### config.mk
export PLATFORM = sky130hd
export DESIGN_NAME = ahblite_bus_decoder_flat
export DESIGN_NICKNAME = d
export VERILOG_FILES = /design/src/rtl/ahblite_bus_decoder_if.sv /design/src/rtl/ahblite_bus_decoder.sv /design/src/flat_wrapper.sv
export SDC_FILE = /design/constraint.sdc
export NUM_CORES = 1
export LEC_CHECK = 0
export CORE_AREA = 2 2 110 112
export CTS_CLUSTER_DIAMETER = 40
export CTS_CLUSTER_SIZE = 8
export DETAILED_ROUTE_END_ITERATION = 7
export DIE_AREA = 0 0 112 114
export GPL_TIMING_DRIVEN = 0
export PLACE_DENSITY = 0.7
export SYNTH_ARGS = -nofsm -noshare
export SYNTH_HDL_FRONTEND = slang
export SYNTH_SLANG_ARGS = --single-unit
### constraint.sdc
create_clock -name HCLK -period 2.1 [get_ports HCLK]
set_input_delay 0.42 -clock HCLK [delete_from_list [all_inputs] [get_ports HCLK]]
set_output_delay 0.42 -clock HCLK [all_outputs]
set_load 0.03 [all_outputs]
### src/rtl/ahblite_bus_decoder_if.sv
// AHB-Lite bus bundle between the Cortex-M3 master port, the decoder and its slaves.
// A data phase completes on a rising HCLK edge where HREADY=1; while HREADY=0 the master
// holds its address phase and the decoder holds its registered select.
interface ahblite_bus_decoder_if #(
  parameter int NSLV = 4
) ();
  logic [31:0]        HADDR;
  logic [1:0]         HTRANS;
  logic [NSLV-1:0]    HSEL_S;
  logic               HSEL_DEF;
  logic [NSLV-1:0]    HREADYOUT_S;
  logic [NSLV*32-1:0] HRDATA_S;
  logic [NSLV-1:0]    HRESP_S;
  logic               HREADYOUT_D;
  logic [31:0]        HRDATA_D;
  logic               HRESP_D;
  logic               HREADY;
  logic [31:0]        HRDATA;
  logic               HRESP;

  // Decoder view.
  modport slave (
    input  HADDR, HTRANS, HREADYOUT_S, HRDATA_S, HRESP_S,
    input  HREADYOUT_D, HRDATA_D, HRESP_D,
    output HSEL_S, HSEL_DEF, HREADY, HRDATA, HRESP
  );

  // Environment view: master plus slaves.
  modport master (
    output HADDR, HTRANS, HREADYOUT_S, HRDATA_S, HRESP_S,
    output HREADYOUT_D, HRDATA_D, HRESP_D,
    input  HSEL_S, HSEL_DEF, HREADY, HRDATA, HRESP
  );
endinterface

### src/rtl/ahblite_bus_decoder.sv
// AHB-Lite address decoder and response mux with a wait-state timeout that aborts a
// hung transfer with a two-cycle ERROR response.
module ahblite_bus_decoder #(
  parameter int                 NSLV    = 4,
  parameter logic [NSLV*32-1:0] BASE    = {32'h4000_0000, 32'h2001_0000,
                                           32'h2000_0000, 32'h0000_0000},
  parameter logic [NSLV*32-1:0] MASK    = {32'hFFFF_0000, 32'hFFFF_0000,
                                           32'hFFFF_0000, 32'hFFFF_0000},
  parameter int                 TIMEOUT = 256
) (
  input  logic                        HCLK,
  input  logic                        HRESET,
  ahblite_bus_decoder_if.slave        bus,
  output logic [1:0]                  dbg_state,
  output logic [31:0]                 dbg_wcnt
);

  localparam int WCW = (TIMEOUT > 0) ? $clog2(TIMEOUT + 1) : 1;
  localparam logic [WCW-1:0] TMAX = WCW'(TIMEOUT);

  typedef enum logic [1:0] {
    ST_DATA = 2'd0,
    ST_ERR1 = 2'd1,
    ST_ERR2 = 2'd2
  } state_e;

  state_e          state_q, state_d;
  logic [NSLV:0]   sel_q, sel_d;
  logic [WCW-1:0]  wcnt_q, wcnt_d;

  logic [NSLV-1:0] hsel_s;
  logic            hit;
  logic            idle;
  logic            sel_rdy;
  logic            sel_resp;
  logic [31:0]     sel_rdata;
  logic            hready;
  logic            hresp;
  logic [31:0]     hrdata;
  logic            stalled;

  // Address decode: lowest matching slot wins, default slave otherwise.
  always_comb begin
    hsel_s = '0;
    hit    = 1'b0;
    for (int i = 0; i < NSLV; i++) begin
      if (!hit && ((bus.HADDR & MASK[32*i +: 32]) == BASE[32*i +: 32])) begin
        hsel_s[i] = 1'b1;
        hit       = 1'b1;
      end
    end
  end

  // AND-OR mux over the one-hot data-phase select; bit NSLV is the default slave.
  always_comb begin
    sel_rdy   = 1'b0;
    sel_resp  = 1'b0;
    sel_rdata = '0;
    for (int i = 0; i < NSLV; i++) begin
      if (sel_q[i]) begin
        sel_rdy   = sel_rdy   | bus.HREADYOUT_S[i];
        sel_resp  = sel_resp  | bus.HRESP_S[i];
        sel_rdata = sel_rdata | bus.HRDATA_S[32*i +: 32];
      end
    end
    if (sel_q[NSLV]) begin
      sel_rdy   = sel_rdy   | bus.HREADYOUT_D;
      sel_resp  = sel_resp  | bus.HRESP_D;
      sel_rdata = sel_rdata | bus.HRDATA_D;
    end
  end

  assign idle    = (sel_q == '0);
  assign stalled = !idle && !sel_rdy;

  always_comb begin
    state_d = state_q;
    hready  = 1'b1;
    hresp   = 1'b0;
    hrdata  = '0;
    case (state_q)
      ST_DATA: begin
        hready = idle | sel_rdy;
        hresp  = sel_resp;
        hrdata = sel_rdata;
        if ((TIMEOUT != 0) && stalled && (wcnt_q == TMAX)) state_d = ST_ERR1;
      end
      ST_ERR1: begin
        hready  = 1'b0;
        hresp   = 1'b1;
        state_d = ST_ERR2;
      end
      ST_ERR2: begin
        hready  = 1'b1;
        hresp   = 1'b1;
        state_d = ST_DATA;
      end
      default: state_d = ST_DATA;
    endcase
  end

  always_comb begin
    sel_d = sel_q;
    if (hready) sel_d = bus.HTRANS[1] ? {!hit, hsel_s} : '0;
  end

  // Wait counter saturates at TIMEOUT and only counts genuine slave stalls.
  always_comb begin
    wcnt_d = wcnt_q;
    if (hready)                                                 wcnt_d = '0;
    else if (state_q == ST_DATA && stalled && wcnt_q != TMAX)   wcnt_d = wcnt_q + 1'b1;
  end

  always_ff @(posedge HCLK) begin
    if (HRESET) begin
      state_q <= ST_DATA;
      sel_q   <= '0;
      wcnt_q  <= '0;
    end else begin
      state_q <= state_d;
      sel_q   <= sel_d;
      wcnt_q  <= wcnt_d;
    end
  end

  assign bus.HSEL_S   = hsel_s;
  assign bus.HSEL_DEF = !hit;
  assign bus.HREADY   = hready;
  assign bus.HRESP    = hresp;
  assign bus.HRDATA   = hrdata;
  assign dbg_state    = state_q;
  assign dbg_wcnt     = 32'(wcnt_q);

endmodule

### src/flat_wrapper.sv
// flat-port wrapper written by rule: the top's interface ports become plain ports
module ahblite_bus_decoder_flat 
#(
  parameter int                 NSLV    = 4,
  parameter logic [NSLV*32-1:0] BASE    = {32'h4000_0000, 32'h2001_0000,
                                           32'h2000_0000, 32'h0000_0000},
  parameter logic [NSLV*32-1:0] MASK    = {32'hFFFF_0000, 32'hFFFF_0000,
                                           32'hFFFF_0000, 32'hFFFF_0000},
  parameter int                 TIMEOUT = 256
)
  (HCLK, HRESET, dbg_state, dbg_wcnt, bus_HADDR, bus_HTRANS, bus_HREADYOUT_S, bus_HRDATA_S, bus_HRESP_S, bus_HREADYOUT_D, bus_HRDATA_D, bus_HRESP_D, bus_HSEL_S, bus_HSEL_DEF, bus_HREADY, bus_HRDATA, bus_HRESP);
  ahblite_bus_decoder_if #(.NSLV(NSLV)) bus_i ();
  input  logic HCLK;
  input  logic HRESET;
  output logic [1:0] dbg_state;
  output logic [31:0] dbg_wcnt;
  input wire logic [$bits(bus_i.HADDR)-1:0] bus_HADDR;
  input wire logic [$bits(bus_i.HTRANS)-1:0] bus_HTRANS;
  input wire logic [$bits(bus_i.HREADYOUT_S)-1:0] bus_HREADYOUT_S;
  input wire logic [$bits(bus_i.HRDATA_S)-1:0] bus_HRDATA_S;
  input wire logic [$bits(bus_i.HRESP_S)-1:0] bus_HRESP_S;
  input wire logic [$bits(bus_i.HREADYOUT_D)-1:0] bus_HREADYOUT_D;
  input wire logic [$bits(bus_i.HRDATA_D)-1:0] bus_HRDATA_D;
  input wire logic [$bits(bus_i.HRESP_D)-1:0] bus_HRESP_D;
  output wire logic [$bits(bus_i.HSEL_S)-1:0] bus_HSEL_S;
  output wire logic [$bits(bus_i.HSEL_DEF)-1:0] bus_HSEL_DEF;
  output wire logic [$bits(bus_i.HREADY)-1:0] bus_HREADY;
  output wire logic [$bits(bus_i.HRDATA)-1:0] bus_HRDATA;
  output wire logic [$bits(bus_i.HRESP)-1:0] bus_HRESP;
  assign bus_i.HADDR = bus_HADDR;
  assign bus_i.HTRANS = bus_HTRANS;
  assign bus_i.HREADYOUT_S = bus_HREADYOUT_S;
  assign bus_i.HRDATA_S = bus_HRDATA_S;
  assign bus_i.HRESP_S = bus_HRESP_S;
  assign bus_i.HREADYOUT_D = bus_HREADYOUT_D;
  assign bus_i.HRDATA_D = bus_HRDATA_D;
  assign bus_i.HRESP_D = bus_HRESP_D;
  assign bus_HSEL_S = bus_i.HSEL_S;
  assign bus_HSEL_DEF = bus_i.HSEL_DEF;
  assign bus_HREADY = bus_i.HREADY;
  assign bus_HRDATA = bus_i.HRDATA;
  assign bus_HRESP = bus_i.HRESP;
  ahblite_bus_decoder #(.NSLV(NSLV), .BASE(BASE), .MASK(MASK), .TIMEOUT(TIMEOUT)) u_core (.HCLK(HCLK), .HRESET(HRESET), .bus(bus_i), .dbg_state(dbg_state), .dbg_wcnt(dbg_wcnt));
endmodule
==> metrics.txt <==
status finished, violations left; failing checks negative setup slack; largest family of logic cells by synthesized area compound AO/OA/AOI/OAI gates; CTS clock-pin slew for the worst setup and hold paths 0.05 ns; RR Endpoint u_core.sel_q[0]$_SDFFE_PP0P_; Seq/Total Area, Yosys 16.9%; gr ovfl total 0; Mapped Area 1900 µm²; hold crit path type flip-flop to flip-flop; Max Root-Sink Buffers 2; asr flop ratio synth 0%; R2R Setup Slk 0.14 ns; RePlAce Congestion 0.818; core area 11,700 µm²; clock skew 0.00519 ns; Distinct cells, synth 36; Post-Synthesis Cells 246; vias in the first global route 3,220; drt first pass iters 6; Ys Warns 0; register area 332 µm²; PortBufs 238; Hold Path Depth 2; simple-gate share of the synthesized area 14.1%; post-synthesis mux area share 0.528%; via count 3,218; Area Overhead vs Synth 148%; Max rail drop VDD 0.329 mV; final worst path period share 102%; CTS H-tree lvls 1; mean post-synth cell area 7.71 µm²; endpoints failing hold 0; Crit Reg-Reg Startpoint u_core.sel_q[1]$_SDFFE_PP0P_; post-route DRC violation count 0; Hold Path Sink u_core.wcnt_q[8]$_SDFFE_PP0P_; PwrDens 293 nW/µm²; Horiz. Die Dim 112 µm; Initial Util 16.2%; CP Data Required Time 1.68 ns; die height 114 µm; pre-CTS WS -0.970 ns; ANT nets after route 0; post-synthesis adder-cell area fraction 3.96%; Post-synth EDFFs 0; xor and xnor area share after synthesis 3.70%; final worst slack -0.0331 ns; diode count 0; Num CTS Buffers 3; layout cells sized above 1 25.2%; commonest non-fill, non-tap cell in the layout clkdlybuf4s50_1; die area 12,800 µm²; f_max 469 MHz; total track usage 15.9%; most frequent cells in the layout clkdlybuf4s50_1 (180), buf_4 (45), a222oi_1 (34); Layout Nets 728; crit path kind flip-flop to primary output; top-area cell type share of the netlist area 18.0%; Main synth FF type dfxtp_1; endpoint class of the critical path primary output; 1st-iter DRT viols 306; io pins 279; cts hold-fix bufs 0; crit path max fanout 6; Vias/cell 4.86; root buffer cell clkbuf_16; Routed WL per cell 17.7 µm; r2r worst-path depth 6; Final min period 2.13 ns; Filler cells 1,182; top cells by area, synth a222oi_1 (18%), dfxtp_1 (17%), a22oi_1 (13%), buf_4 (9.1%), a21oi_1 (9.0%); area occupied by multi-input gates 1500 µm²; initial antenna violation count 0; area leader, netlist a222oi_1; FF+latch count, synth 16; WL final 11.7 mm; total negative slack -0.0331 ns; Final setup viols 1; Leak 1.91 nW; largest net degree at the start of global routing 11; HP Start u_core.wcnt_q[8]$_SDFFE_PP0P_; TritonCTS clock tree built; FP Rows 40; Synth Area in Compound Gates 45.1%; Skew-Pair Late Insertion Delay 0.24 ns; first-pass GRT wire length 16.5 mm; RSZ-0062 raised after global routing true; dpl hpwl 9.13 mm; startpoint types flip-flop; clk sinks 16; Critical Path AT 1.71 ns; reported max-cap violation count 0; Max Slew Vio Count 0
## cells in the mapped netlist, types with 2 or more instances
| cell type | n |
|---|---|
| a21oi_1 | 34 |
| a222oi_1 | 34 |
| a22o_1 | 5 |
| a22oi_1 | 34 |
| a41oi_1 | 2 |
| buf_1 | 2 |
| buf_2 | 3 |
| buf_4 | 23 |
| clkbuf_1 | 20 |
| dfxtp_1 | 16 |
| ha_1 | 6 |
| inv_1 | 5 |
| nand2_1 | 5 |
| nand3_1 | 2 |
| nand4_1 | 2 |
| nor2_1 | 15 |
| nor3_1 | 5 |
| nor4_1 | 6 |
| nor4b_1 | 3 |
| xnor2_1 | 8 |
## state kept, by name, summed over array words and instances (netlist names)
register and flops:
u_core.sel_q 5, u_core.dbg_state 2, u_core.wcnt_q 9
## stage by stage
step | cells | instance area (µm²) | hold slack [ns] | power (mW) | util [%]
floorplan | 268 | 2020 | 0.492 | 0.544 | -
global placement | 653 | 4580 | 0.530 | 0.985 | 39.1
detailed placement | 653 | 4580 | 0.547 | 0.991 | 39.1
CTS | 658 | 4620 | 0.560 | 1.37 | 39.4
global route | 662 | 4710 | 0.575 | 1.44 | 40.2
finish | 662 | 4710 | 0.551 | 1.38 | 40.2
## cells by family after synthesis
family | Yosys count
flip-flops | 16
multiplexers | 1
XOR/XNOR | 8
adder cells (fa/ha/maj) | 6
AND/OR/NAND/NOR | 48
other | 1
AO/OA/AOI/OAI | 112
buffers and inverters | 54
## critical path: stages (launching register included)
cell and delay (ns):
dfxtp_4 0.37, or4_4 0.56, o2111ai_4 0.25, nand2_4 0.08, clkinvlp_4 0.08, buf_6 0.12
## repair_timing
item | in CTS | in global routing
endpoints found under the setup margin | 54 | 40
pin swaps | 9 | 12
gates resized for setup | 272 | 28
buffers inserted | 6 | 5
## layout make-up
type	count	share of cell area, %
buffer	42	5.82
clock buffer	4	1.89
inverter	6	0.664
multi-input combinational	198	31.9
sequential	16	7.04
tap	147	3.91
timing repair buffer	249	48.8
## layer usage
metal	routed length (µm)	vias up	global-route usage (%)
met1	4690	1532	18.6
li1	-	1508	-
met3	795	6	2.18
met2	6110	172	30.8
met4	104	0	2.93
met5	0	-	0
## power breakdown
part           internal, mW  total (mW)  switching (mW)  leakage (nW)
combinational         0.398       0.661           0.263          1.73
sequential            0.304       0.311         0.00729         0.132
clock                 0.289       0.406           0.117        0.0442
total                 0.990        1.38           0.388          1.91
## worst max path at each step
stage	end	slack, ns	from	cells past startpoint
2_1_floorplan	bus_HSEL_S[2]	-0.03	bus_HADDR[17]	3
3_3_place_gp	bus_HREADY	-0.97	bus_HREADYOUT_S[0]	6
3_5_place_dp	bus_HREADY	-0.97	bus_HREADYOUT_S[0]	6
4_1_cts	bus_HREADY	-0.06	u_core.sel_q[0]$_SDFFE_PP0P_	5
5_1_grt	bus_HREADY	-0.10	u_core.sel_q[1]$_SDFFE_PP0P_	5
6_report	bus_HREADY	-0.03	u_core.sel_q[1]$_SDFFE_PP0P_	5
Power figures use the tool's default switching activity.
